**src/rtl/dsweep_pkg.sv**
```systemverilog
// Shared definitions for the distributive-law sweep controller: FSM state
// encoding and the width helpers derived from the operand width W.
package dsweep_pkg;

    localparam logic [1:0] ST_IDLE  = 2'd0;
    localparam logic [1:0] ST_RUN   = 2'd1;
    localparam logic [1:0] ST_DRAIN = 2'd2;
    localparam logic [1:0] ST_DONE  = 2'd3;

    // Result width of op1/op2: W-bit by (W+1)-bit product
    function automatic int unsigned res_w(input int unsigned w);
        return 2 * w + 1;
    endfunction

    // Packed {in1,in2,in3} vector width
    function automatic int unsigned vec_w(input int unsigned w);
        return 3 * w;
    endfunction

    // Counter width, wide enough to hold 2^(3W)
    function automatic int unsigned cnt_w(input int unsigned w);
        return 3 * w + 1;
    endfunction

endpackage

```
**src/rtl/distrib_check_core.sv**
```systemverilog
// Combinational distributive-law checker:
//   op1 = in1*(in2+in3), op2 = in1*in2 + in1*in3 (op2[0] optionally flipped),
//   z   = (op1 == op2).
module distrib_check_core
    import dsweep_pkg::*;
#(
    parameter int unsigned W = 4
) (
    input  logic [W-1:0] in1,
    input  logic [W-1:0] in2,
    input  logic [W-1:0] in3,
    input  logic         flip,
    output logic [2*W:0] op1,
    output logic [2*W:0] op2,
    output logic         z
);

    localparam int unsigned RES_W = res_w(W);

    logic [W:0]       sum;
    logic [RES_W-1:0] in1_x;
    logic [RES_W-1:0] in2_x;
    logic [RES_W-1:0] in3_x;
    logic [RES_W-1:0] sum_x;
    logic [RES_W-1:0] op2_raw;

    // Full-width arithmetic for both sides of the identity
    always_comb begin
        sum     = {1'b0, in2} + {1'b0, in3};
        in1_x   = {{(W + 1){1'b0}}, in1};
        in2_x   = {{(W + 1){1'b0}}, in2};
        in3_x   = {{(W + 1){1'b0}}, in3};
        sum_x   = {{W{1'b0}}, sum};
        op1     = in1_x * sum_x;
        op2_raw = (in1_x * in2_x) + (in1_x * in3_x);
        op2     = op2_raw ^ {{(RES_W - 1){1'b0}}, flip};
        z       = (op1 == op2);
    end

endmodule

```
**src/rtl/distributive_sweep_ctrl.sv**
```systemverilog
// Sweep sequencer: walks every {in1,in2,in3} vector through the checker core,
// one per clock, registers the result into S1 and accumulates counts and the
// first failing vector. Reports busy/done/pass to the harness.
module distributive_sweep_ctrl
    import dsweep_pkg::*;
#(
    parameter int unsigned W = 4
) (
    input  logic           clk,
    input  logic           rst,
    input  logic           start,
    input  logic           abort,
    input  logic           inject_en,
    input  logic [3*W-1:0] inject_vec,
    output logic           busy,
    output logic           done,
    output logic           pass,
    output logic [3*W:0]   checked_count,
    output logic [3*W:0]   mismatch_count,
    output logic           first_fail_valid,
    output logic [3*W-1:0] first_fail_vec,
    output logic [2*W:0]   fail_op1,
    output logic [2*W:0]   fail_op2
);

    localparam int unsigned RES_W = res_w(W);
    localparam int unsigned VEC_W = vec_w(W);
    localparam int unsigned CNT_W = cnt_w(W);

    logic [1:0]       state_q,     state_d;
    logic [VEC_W-1:0] vec_q,       vec_d;
    logic             s1_valid_q,  s1_valid_d;
    logic             s1_z_q,      s1_z_d;
    logic [VEC_W-1:0] s1_vec_q,    s1_vec_d;
    logic [RES_W-1:0] s1_op1_q,    s1_op1_d;
    logic [RES_W-1:0] s1_op2_q,    s1_op2_d;
    logic [CNT_W-1:0] checked_q,   checked_d;
    logic [CNT_W-1:0] mismatch_q,  mismatch_d;
    logic             ff_valid_q,  ff_valid_d;
    logic [VEC_W-1:0] ff_vec_q,    ff_vec_d;
    logic [RES_W-1:0] ff_op1_q,    ff_op1_d;
    logic [RES_W-1:0] ff_op2_q,    ff_op2_d;
    logic             done_q,      done_d;

    logic             core_flip;
    logic [RES_W-1:0] core_op1;
    logic [RES_W-1:0] core_op2;
    logic             core_z;

    assign core_flip = inject_en && (vec_q == inject_vec);

    distrib_check_core #(
        .W (W)
    ) u_core (
        .in1  (vec_q[3*W-1:2*W]),
        .in2  (vec_q[2*W-1:W]),
        .in3  (vec_q[W-1:0]),
        .flip (core_flip),
        .op1  (core_op1),
        .op2  (core_op2),
        .z    (core_z)
    );

    // Next-state: FSM, vector issue into S1, and accumulation of S1 results
    always_comb begin
        state_d    = state_q;
        vec_d      = vec_q;
        s1_valid_d = 1'b0;
        s1_z_d     = s1_z_q;
        s1_vec_d   = s1_vec_q;
        s1_op1_d   = s1_op1_q;
        s1_op2_d   = s1_op2_q;
        checked_d  = checked_q;
        mismatch_d = mismatch_q;
        ff_valid_d = ff_valid_q;
        ff_vec_d   = ff_vec_q;
        ff_op1_d   = ff_op1_q;
        ff_op2_d   = ff_op2_q;
        done_d     = done_q;

        // S1 holds a result only in RUN/DRAIN; abort drops it unaccumulated
        if (s1_valid_q && !abort) begin
            checked_d = checked_q + CNT_W'(1);
            if (!s1_z_q) begin
                mismatch_d = mismatch_q + CNT_W'(1);
                if (!ff_valid_q) begin
                    ff_valid_d = 1'b1;
                    ff_vec_d   = s1_vec_q;
                    ff_op1_d   = s1_op1_q;
                    ff_op2_d   = s1_op2_q;
                end
            end
        end

        case (state_q)
            ST_IDLE, ST_DONE: begin
                if (start && !abort) begin
                    state_d    = ST_RUN;
                    vec_d      = '0;
                    checked_d  = '0;
                    mismatch_d = '0;
                    ff_valid_d = 1'b0;
                    ff_vec_d   = '0;
                    ff_op1_d   = '0;
                    ff_op2_d   = '0;
                    done_d     = 1'b0;
                end else if (state_q == ST_DONE) begin
                    // done rises one edge after entering DONE
                    done_d = 1'b1;
                end
            end
            ST_RUN: begin
                if (abort) begin
                    state_d = ST_IDLE;
                end else begin
                    s1_valid_d = 1'b1;
                    s1_z_d     = core_z;
                    s1_vec_d   = vec_q;
                    s1_op1_d   = core_op1;
                    s1_op2_d   = core_op2;
                    if (vec_q == '1) begin
                        state_d = ST_DRAIN;
                    end else begin
                        vec_d = vec_q + VEC_W'(1);
                    end
                end
            end
            default: begin
                state_d = abort ? ST_IDLE : ST_DONE;
            end
        endcase
    end

    // State registers with synchronous active-high reset
    always_ff @(posedge clk) begin
        if (rst) begin
            state_q    <= ST_IDLE;
            vec_q      <= '0;
            s1_valid_q <= 1'b0;
            s1_z_q     <= 1'b0;
            s1_vec_q   <= '0;
            s1_op1_q   <= '0;
            s1_op2_q   <= '0;
            checked_q  <= '0;
            mismatch_q <= '0;
            ff_valid_q <= 1'b0;
            ff_vec_q   <= '0;
            ff_op1_q   <= '0;
            ff_op2_q   <= '0;
            done_q     <= 1'b0;
        end else begin
            state_q    <= state_d;
            vec_q      <= vec_d;
            s1_valid_q <= s1_valid_d;
            s1_z_q     <= s1_z_d;
            s1_vec_q   <= s1_vec_d;
            s1_op1_q   <= s1_op1_d;
            s1_op2_q   <= s1_op2_d;
            checked_q  <= checked_d;
            mismatch_q <= mismatch_d;
            ff_valid_q <= ff_valid_d;
            ff_vec_q   <= ff_vec_d;
            ff_op1_q   <= ff_op1_d;
            ff_op2_q   <= ff_op2_d;
            done_q     <= done_d;
        end
    end

    // busy also spans the single DONE cycle before done is raised
    assign busy             = (state_q == ST_RUN) || (state_q == ST_DRAIN) ||
                              ((state_q == ST_DONE) && !done_q);
    assign done             = done_q;
    assign pass             = done_q && (mismatch_q == '0);
    assign checked_count    = checked_q;
    assign mismatch_count   = mismatch_q;
    assign first_fail_valid = ff_valid_q;
    assign first_fail_vec   = ff_vec_q;
    assign fail_op1         = ff_op1_q;
    assign fail_op2         = ff_op2_q;

endmodule

```
**config.mk**
```make
export PLATFORM = sky130hd
export DESIGN_NAME = distributive_sweep_ctrl
export DESIGN_NICKNAME = d
export VERILOG_FILES = /design/src/rtl/dsweep_pkg.sv /design/src/rtl/distrib_check_core.sv /design/src/rtl/distributive_sweep_ctrl.sv
export SDC_FILE = /design/constraint.sdc
export NUM_CORES = 1
export LEC_CHECK = 0
export CAP_MARGIN = 20
export CORE_MARGIN = 10
export CORE_UTILIZATION = 31
export CTS_BUF_LIST = sky130_fd_sc_hd__clkbuf_8
export DETAILED_ROUTE_END_ITERATION = 8
export PLACE_DENSITY_LB_ADDON = 0.08
export SETUP_SLACK_MARGIN = 0.3
export SYNTH_ARGS = -nofsm -noshare
export SYNTH_HDL_FRONTEND = slang
export SYNTH_HIERARCHICAL = 1
export SYNTH_SLANG_ARGS = --single-unit
```
**constraint.sdc**
```tcl
create_clock -name clk -period 4.7 [get_ports clk]
set_input_delay 0.705 -clock clk [delete_from_list [all_inputs] [get_ports clk]]
set_output_delay 0.705 -clock clk [all_outputs]
set_load 0.005 [all_outputs]
```
# Yosys cells after proc, flatten, opt, wreduce, memory -nomap -nowiden
# Cells that the tools add are included.
# W data, S select, Z words.
# word_totals
inputBits,17
ff_bits,104
wordCells,92
out_inout_bits,60
# op_classes
n_addsub,5
bitwise_logic,3
n_mux,38
n_reduce_logical,19
n_eq_ne,10
multipliers,3
# ops
cell,count
$mux W12,8
$mux W13,7
$mux W9,10
$add A13 B1 Y13 const B,2
$pmux W12 S2,1
$mul A4 B4 Y8,2
$logic_not A13 Y1,1
$add A12 B1 Y12 const B,1
$eq A12 B12 Y1,1
$eq A12 B12 Y1 const B,1
$add A8 B8 Y9,1
$eq A9 B9 Y1,1
$mul A4 B5 Y9,1
$xor A9 B1 Y9,1
$mux W2,4
$mux W1,7
$ne A2 B2 Y1 const B,3
$reduce_and A2 Y1,3
$add A4 B4 Y5,1
$logic_and A1 B1 Y1,5
$eq A2 B2 Y1 const B,2
$pmux W2 S2,1
$reduce_and A4 Y1,1
$reduce_bool A2 Y1,2
other kinds (7),11

# Logic depth before layout (Yosys ltp)
# Gate-level depths: netlist of run 1.
# depth
ltp_word,5
depth_mapped,18
depth_no_buf,17

# Hierarchy
# The synthesis of run 1 kept the hierarchy.
# by_module_without_submodules
module,cells_per_inst,seq_area_each_um2,area_per_inst_um2,n_inst
distributive_sweep_ctrl,537,2082.0,4391.7,1
distrib_check_core,232,0.0,1954.4,1

# Least setup slack after synthesis of run 1
# Ideal clock, no wire load.
# synth_path
path_kind,reg-to-reg
start,register vec_q[8]
end,register s1_z_q
synth_period_minus_slack_ns,4.880
path_buffers,1
required_time_ns,4.630
arrival_time_ns,4.809
path_stages_with_launch,18
setup_time_ns,0.070
slack_ns,-0.180
path_cell_list,dfxtp_1 > clkbuf_1 > nand2_1 > fa_1 > fa_1 > inv_1 > fa_1 > inv_1 > fa_1 > inv_1 > fa_1 > xor2_1 > xnor2_1 > nand4_1 > or4b_1 > nor4_2 > nand2_1 > a21oi_1
# synth_via
elab_chain_len,4
word_cells_on_any_way,8
cone_classes,add/sub: 1; mul: 3; eq/ne: 2; bitwise: 1; reduce/logical: 1
# synth_lines
item,line,source
"start, declared",distributive_sweep_ctrl.sv:31,"logic [VEC_W-1:0] vec_q, vec_d;"
"start signal, assigned",distributive_sweep_ctrl.sv:153,vec_q <= vec_d;
$mul A4 B4 Y8,distrib_check_core.sv:35,op2_raw = (in1_x * in2_x) + (in1_x * in3_x);
$add A8 B8 Y9 (*),distrib_check_core.sv:35,
$xor A9 B1 Y9 (*),distrib_check_core.sv:36,"op2 = op2_raw ^ {{(RES_W - 1){1'b0}}, flip};"
via core_op2[4],distributive_sweep_ctrl.sv:47,logic [RES_W-1:0] core_op2;
$eq A9 B9 Y1 (*),distrib_check_core.sv:37,z = (op1 == op2);
via core_z,distributive_sweep_ctrl.sv:48,logic core_z;
"end signal, assigned",distributive_sweep_ctrl.sv:155,s1_z_q <= s1_z_d;
"end, declared",distributive_sweep_ctrl.sv:33,"logic s1_z_q, s1_z_d;"
# The timed path passes the listed nets; every way through them passes the cells marked *.
# A chain may end at the register's enable or synchronous reset.

# Worst setup path after layout of run 1
# layout_path
start,register vec_q[11]
end,register s1_z_q
# layout_via
elab_chain_len,4
word_cells_on_any_way,8
cone_classes,add/sub: 1; mul: 3; eq/ne: 2; bitwise: 1; reduce/logical: 1
# layout_lines
item,line
$mul A4 B4 Y8 or $eq A12 B12 Y1 (tied branches),"distrib_check_core.sv:35, distributive_sweep_ctrl.sv:50"
$add A8 B8 Y9 or $logic_and A1 B1 Y1 (tied branches),"distrib_check_core.sv:35, distributive_sweep_ctrl.sv:50"
$xor A9 B1 Y9,distrib_check_core.sv:36
$eq A9 B9 Y1 (*),distrib_check_core.sv:37
via core_z,distributive_sweep_ctrl.sv:48
# Marked as above.

==> summary.txt, run 1 <==
Global route
  • Residual overflow from global routing: 0
  • Largest net degree at the start of global routing: 42
  • Vias in the first global route: 5,353
  • Initial antenna violation count: 0
  • First-pass GRT wire length: 27,200 um
  • Total GRT Usage: 12.5%

Final layout
  • Ant diodes: 0
  • Layout cell share with drive strength beyond 1: 10.4%
  • Nets: 944
  • Syn-to-layout area delta: 24.4%
  • Number of fillers in the final layout: 2,106

Clocking
  • Cts hold-fix bufs: 0
  • CTS tree: built
  • TritonCTS Sinks: 104
  • Skew-Pair Late Insertion Delay: 0.38 ns
  • H-tree Lvls: 3
  • TritonCTS Buffers: 9
  • Root Buffer: clkbuf_8
  • Clock transition at the registers of the reported paths: 0.11 ns
  • CTS max path bufs: 2

Power
  • Pwr dens: 221 mW/mm^2
  • Max VDD drop: 0.175 mV
  • LEAKAGE: 3.05 nW

Yosys
  • Seq/Total Area, Yosys: 32.8%
  • Cell taking the most area after synthesis: dfxtp_1
  • Seq cells post-synth: 104
  • Synth cell types: 56
  • Post-Syn Area per Cell: 8.25 sq um
  • Synth Flop Type: dfxtp_1
  • Synth Instances: 769
  • Syn. warnings: 6
  • Synth area leaders: dfxtp_1 33%, nand2_1 8.9%, ha_1 8.9%, fa_1 7.9%, a21oi_1 6.4%
  • Post-synth ARST share: 0%
  • Post-synth EDFFs: 0
  • Mapped cell area: 0.00635 sq mm
  • Mapped Nets: 856
  • Yosys top cell area share: 32.8%

STA
  • Slew Limit Fails: 0
  • Endpoints failing setup: 0
  • Actual slew at the worst max-slew pin: 0.849 ns
  • Fin crit share: 94.6%
  • RSZ-0062 raised after global routing: yes
  • Min cycle time layout: 4.45 ns
  • Worst slew margin: 42.9%
  • Fmax: 0.225 GHz
  • Clk_skew: 0.0188 ns
  • Hold WS: 0.453 ns
  • Final Hold Fails: 0
  • Final setup TNS: 0 ns

Floorplanning
  • Die W: 163 um
  • # IOs: 77
  • Die area: 0.0266 sq mm
  • Placeable Area: 0.0202 sq mm
  • Row cnt: 52
  • Die height: 163 um
  • Starting Density: 31.5%

Drt
  • Top Metal Used: met4
  • Via count: 5,387
  • DRT Wirelength: 16,600 um
  • Via density per instance: 4.76
  • DR WL met2: 7640 um
  • M1 WL: 8100 um
  • Met3 routed WL: 708 um
  • DR pass1 iterations: 4
  • Avg WL per Cell: 14.7 um
  • Antenna viol nets, final: 0
  • Drt drc: 0
  • 1st-iter DRT viols: 187

Critical path
  • Crit path arrival time: 4.76 ns
  • End point of the critical path: s1_z_q$_SDFFE_PP0P_
  • RR Endpoint: s1_z_q$_SDFFE_PP0P_
  • Critical Path RT: 5.01 ns
  • FF-to-FF path depth: 16
  • CP Launch Point: vec_q[11]$_SDFFE_PP0P_
  • Reg2Reg Setup Slack: 0.25 ns
  • Worst Setup Start Kind: register
  • Reg-to-reg startpoint: vec_q[11]$_SDFFE_PP0P_
  • Setup Crit Path Kind: register to register
  • Nature of the critical path endpoint: register
  • Critical Path Fanout Max: 7

Min path
  • Hold WC Path Type: register to register

Placed design
  • Port Buf Inserts: 76
  • DP HPWL: 12,800 um
  • GPL Wtd Cong: 0.860

Run status
  • Status: finished, final reports clean

Job
  • Max-cap viol count: 0
## where the power goes
part           switching (mW)  internal [mW]  total (mW)
clock network           0.330          0.247       0.577
registers              0.0139          0.890       0.904
logic                   0.164         0.0988       0.263
total                   0.508           1.24        1.74
## placed cells by master, fill, tap and decap left out, types with 6 or more instances in the layout
cell | netlist | final
or3_1 | 6 | 6
clkdlybuf4s50_1 | 0 | 76
o211ai_1 | 6 | 6
dfxtp_4 | 0 | 7
fa_1 | 25 | 24
ha_1 | 45 | 41
xnor2_1 | 23 | 22
nor3_1 | 6 | 6
clkbuf_8 | 0 | 9
o21ai_0 | 13 | 12
o31ai_1 | 6 | 6
dfxtp_1 | 104 | 95
buf_4 | 0 | 34
nand3_1 | 15 | 15
inv_1 | 50 | 51
nand4_1 | 12 | 12
and2_1 | 40 | 40
nand2_1 | 151 | 151
a21oi_1 | 81 | 81
nor2_1 | 43 | 42
nor2b_1 | 9 | 7
xor2_1 | 25 | 22
nor4_1 | 6 | 6
or4_1 | 9 | 9
## layout make-up
class                   count  area, sq um  area share (%)
well taps                 270          338            4.28
clock inverters             7         68.8           0.871
multi-input cells         580         4020            50.8
clock buffers               9          124            1.57
inverters                  51          196            2.49
flip-flops and latches    104         2110            26.7
repair buffers            111         1040            13.2
## routing by layer
layer  GRT usage, %  vias to the layer above
met5              0                        -
met4           3.44                        0
met3           2.84                       12
met2           20.1                       82
met1           16.3                     2537
li1               -                     2756
## state kept, by name, summed over array words and instances, names as in the netlist
name	flops
s1_vec_q	12
s1_op2_q	9
checked_count	13
done	1
mismatch_count	13
fail_op2	9
s1_valid_q	1
s1_z_q	1
s1_op1_q	9
first_fail_valid	1
vec_q	12
first_fail_vec	12
state_q	2
fail_op1	9
## critical path: stages (launching register included)
cell and delay (ns):
dfxtp_4 0.40, nand2_1 0.09, fa_1 0.50, fa_1 0.49, inv_1 0.05, fa_1 0.53, inv_1 0.05, fa_1 0.49
inv_2 0.05, ha_1 0.30, a211oi_2 0.32, nor2_2 0.10, o211ai_1 0.18, or4b_4 0.48, nor4_2 0.14, nand2_1 0.07
a21oi_1 0.11
## worst min path at each step
| stage | to | cells after the start | start | slack [ns] |
|---|---|---|---|---|
| 6_report | fail_op2[0]$_SDFF_PP0_ | 2 | s1_op2_q[0]$_SDFFE_PP0P_ | 0.45 |
| 3_5_place_dp | s1_op2_q[3]$_SDFFE_PP0P_ | 2 | s1_op2_q[3]$_SDFFE_PP0P_ | 0.45 |
| 2_1_floorplan | fail_op1[0]$_SDFF_PP0_ | 2 | s1_op1_q[0]$_SDFFE_PP0P_ | 0.43 |
| 5_1_grt | first_fail_vec[3]$_SDFF_PP0_ | 2 | s1_vec_q[3]$_SDFFE_PP0P_ | 0.47 |
| 4_1_cts | fail_op2[0]$_SDFF_PP0_ | 2 | s1_op2_q[0]$_SDFFE_PP0P_ | 0.46 |
| 3_3_place_gp | first_fail_vec[0]$_SDFF_PP0_ | 2 | s1_vec_q[0]$_SDFFE_PP0P_ | 0.45 |
## cell usage after synthesis (9+ instances only)
cell        n
nor2_1     43
nand2_1   151
inv_1      50
o21ai_0    13
or4_1       9
nand4_1    12
clkbuf_1   19
ha_1       45
and2_1     40
fa_1       25
xnor2_1    23
nand3_1    15
xor2_1     25
nor2b_1     9
dfxtp_1   104
buf_2      12
a21oi_1    81
## what timing repair did
item / CTS / global route
setup endpoints to repair: 1 / 1
pin swaps: 1 / 4
buffers inserted: 12 / 3
gates resized for setup: 16 / 5
## logic make-up (layout without fill, tap and decap cells)
| family | Yosys count | in the layout | synth area share (%) |
|---|---|---|---|
| simple gates | 329 | 329 | 25.8 |
| compound gates | 131 | 131 | 12.2 |
| flops | 104 | 104 | 32.8 |
| buf+inv | 85 | 178 | 5.46 |
| fa+ha+maj | 70 | 70 | 16.8 |
| xor+xnor | 48 | 48 | 6.62 |
| mux | 2 | 2 | 0.394 |
## stage by stage
| stage | setup slack, ns | std cells | utilization [%] | area (sq um) | total power [mW] |
|---|---|---|---|---|---|
| after global routing | 0.0766 | 1132 | 39.2 | 7900 | 1.82 |
| after floorplan | 0.309 | 769 | - | 6410 | 1.10 |
| final | 0.252 | 1132 | 39.2 | 7900 | 1.74 |
| after CTS | 0.295 | 1128 | 38.8 | 7830 | 1.76 |
| after detailed placement | 0.141 | 1100 | 37.1 | 7480 | 1.18 |
| after global placement | 0.218 | 1100 | 37.1 | 7480 | 1.18 |
No activity file was read; power rests on OpenSTA's default activity.
==> inputs of run 2 (changes only) <==
--- a/config.mk
+++ b/config.mk
@@ -8,7 +8,8 @@
 export CAP_MARGIN = 20
 export CORE_MARGIN = 10
 export CORE_UTILIZATION = 31
-export CTS_BUF_LIST = sky130_fd_sc_hd__clkbuf_8
+export CTS_BUF_LIST = sky130_fd_sc_hd__clkbuf_4
+export CTS_CLUSTER_SIZE = 16
 export DETAILED_ROUTE_END_ITERATION = 8
 export PLACE_DENSITY_LB_ADDON = 0.08
 export SETUP_SLACK_MARGIN = 0.3
==> run 2 against run 1 <==
Sequential share of layout area up 0.23 points; clock skew up 0.012 ns; routed wire length down 0.34%; critical path depth unchanged; cell count down 0.18%; largest cell class unchanged.
==> summary.txt, run 2 (synthesized netlist as in run 1, its figures left out) <==
Drt
  • Via density per instance: 4.77 (+0.23%)
  • DRT Wirelength: 16,600 um (-0.34%)
  • Antenna viol nets, final: 0 (unchanged)
  • Avg WL per Cell: 14.7 um (-0.16%)
  • Drt drc: 0 (unchanged)
  • 1st-iter DRT viols: 161 (-14%)
  • DR pass1 iterations: 4 (unchanged)
  • Via count: 5,390 (+0.056%)

Power
  • Max VDD drop: 0.128 mV (-27%)
  • Pwr dens: 213 mW/mm^2 (-3.4%)
  • Switching part of the total: 29.9% (+0.74 points)
  • LEAKAGE: 3.01 nW (-1.3%)
  • Total power draw: 1.67 mW (-4.4%)
  • Seq pwr share: 54.3% (+2.5 points)
  • Switch Pwr: 0.499 mW (-1.9%)
  • Comb power frac: 15.8% (+0.7 points)
  • Clock group share of total power: 29.9% (-3.2 points)
  • Internal power: 1.17 mW (-5.3%)

Global route
  • Initial antenna violation count: 1 (+1)
  • First-pass GRT wire length: 27,200 um (+0.33%)
  • GR Layer Usage met3: 2.97% (+0.13 points)
  • Vias in the first global route: 5,383 (+0.56%)
  • Largest net degree at the start of global routing: 42 (unchanged)
  • GRT met1 Usage: 16.3% (-0.046 points)
  • GRT met2 Usage: 20.2% (+0.037 points)
  • Total GRT Usage: 12.5% (+0.037 points)
  • Gr busiest metal: met2
  • Residual overflow from global routing: 0 (unchanged)

Clocking
  • Root Buffer: clkbuf_4
  • Cts hold-fix bufs: 0 (unchanged)
  • Skew-Pair Late Insertion Delay: 0.47 ns (+0.09 ns)
  • CTS tree: built
  • Clock transition at the registers of the reported paths: 0.18 ns (+0.07 ns)
  • TritonCTS Sinks: 104 (unchanged)
  • CTS max path bufs: 2 (unchanged)
  • TritonCTS Buffers: 9 (unchanged)
  • H-tree Lvls: 3 (unchanged)

Run status
  • Status: finished, final reports clean

Floorplanning
  • Row cnt: 52 (unchanged)
  • # IOs: 77 (unchanged)
  • Starting Density: 31.5% (unchanged)
  • Placeable Area: 0.0202 sq mm (unchanged)
  • Die area: 0.0266 sq mm (unchanged)
  • Die height: 163 um (unchanged)
  • Die W: 163 um (unchanged)

Placed design
  • Cells after DPL: 1,100 (unchanged)
  • GPL Wtd Cong: 0.860 (unchanged)
  • Port Buf Inserts: 76 (unchanged)
  • DP HPWL: 12,800 um (unchanged)

Critical path
  • Worst Setup Start Kind: register
  • Crit path arrival time: 4.82 ns (+0.06 ns)
  • Setup Crit Path Kind: register to register
  • Nature of the critical path endpoint: register
  • Critical Path RT: 5.10 ns (+0.09 ns)
  • Critical Path Fanout Max: 5 (-2)

STA
  • Fin crit share: 94.0% (-0.60 points)
  • Hold WS: 0.448 ns (-0.00505 ns)
  • Final setup TNS: 0 ns (unchanged)
  • Endpoints failing setup: 0 (unchanged)
  • Final Hold Fails: 0 (unchanged)
  • Worst slew margin: 41.4% (-1.5 points)
  • Min cycle time layout: 4.42 ns (-0.0283 ns)
  • Clk_skew: 0.0309 ns (+0.0121 ns)
  • Slew Limit Fails: 0 (unchanged)
  • Actual slew at the worst max-slew pin: 0.871 ns (+0.0219 ns)
  • Fmax: 0.226 GHz (+0.64%)
  • RSZ-0062 raised after global routing: yes

Final layout
  • Commonest cells after routing, fill and taps aside: 151 x nand2_1, 95 x dfxtp_1, 81 x a21oi_1
  • Most common cell after layout, fill and taps aside: nand2_1
  • Nets: 941 (-0.32%)
  • Layout cell share with drive strength beyond 1: 10.1% (-0.31 points)
  • Syn-to-layout area delta: 23.2%
  • Fin cells: 1,130 (-0.18%)
  • Number of fillers in the final layout: 2,105 (-0.047%)
  • Final core occ: 38.8% (-0.38 points)

Min path
  • Hold WC Path Type: register to register

Job
  • Max-cap viol count: 0 (unchanged)
-- run 2: cell count changes in the layout (fill, tap and decap cells not counted), sizes merged --
cell / before / now
inv: 56 / 54
clkbuf: 9 / 11
buf: 35 / 32
diode: 0 / 1
-- run 2: worst paths after layout --
| kind | startpoint | to | slack, ns | cells past startpoint |
|---|---|---|---|---|
| worst max-delay path | vec_q[10]$_SDFFE_PP0P_ | s1_z_q$_SDFFE_PP0P_ | 0.28 | 16 |
| worst min-delay path | s1_op2_q[0]$_SDFFE_PP0P_ | fail_op2[0]$_SDFF_PP0_ | 0.45 | 2 |
| worst max register to register | vec_q[10]$_SDFFE_PP0P_ | s1_z_q$_SDFFE_PP0P_ | 0.28 | 16 |
| worst min register to register | s1_op2_q[0]$_SDFFE_PP0P_ | fail_op2[0]$_SDFF_PP0_ | 0.45 | 2 |
-- run 2: area by class of cell --
| type | count | area, sq um | area share [%] |
|---|---|---|---|
| Multi-Input combinational cell | 580 | 4010 | 51.3 |
| Sequential cell | 104 | 2110 | 27.0 |
| Timing Repair Buffer | 108 | 1020 | 13.1 |
| Tap cell | 270 | 338 | 4.32 |
| Inverter | 51 | 196 | 2.51 |
| Clock buffer | 11 | 82.6 | 1.06 |
| Clock inverter | 5 | 61.3 | 0.784 |
| Antenna cell | 1 | 2.50 | 0.0320 |
-- run 2: stage by stage --
stage / cell area [sq um] / setup slack, ns
final: 7820 / 0.280
after global routing: 7820 / 0.0773
after CTS: 7780 / 0.277
after detailed placement: 7480 / 0.141
after global placement: 7480 / 0.218
after floorplan: 6410 / 0.309
-- run 2: power by group through the flow --
| stage | clock [mW] | combinational [mW] | sequential, mW |
|---|---|---|---|
| 2_1_floorplan | 0 | 0.174 | 0.923 |
| 3_3_place_gp | 0 | 0.253 | 0.926 |
| 3_5_place_dp | 0 | 0.257 | 0.927 |
| 4_1_cts | 0.518 | 0.257 | 0.907 |
| 5_1_grt | 0.551 | 0.288 | 0.909 |
| 6_report | 0.498 | 0.264 | 0.906 |
-- run 2: timing repair --
action | CTS | global route
endpoints found under the hold margin | 0 | 0
buffers inserted | 12 | 0
setup endpoints to repair | 1 | 1
pin swaps | 1 | 0
resized for setup | 16 | 2
-- run 2: worst max-delay path: stages (launching register included) --
cell	delay (ns)
dfxtp_4	0.41
nand2_1	0.08
fa_1	0.50
fa_1	0.52
inv_1	0.05
fa_1	0.53
inv_1	0.05
fa_1	0.49
inv_2	0.05
ha_1	0.29
a211oi_2	0.25
nor2_1	0.14
o211ai_1	0.18
or4b_1	0.47
nor4_2	0.15
nand2_1	0.07
a21oi_1	0.11
-- run 2: routing by layer --
metal	routed length, um	vias up	part of all wire (%)
met4	158	0	0.95
met1	8050	2538	49
met5	0	-	0
li1	-	2755	-
met2	7620	86	46
met3	741	11	4.5
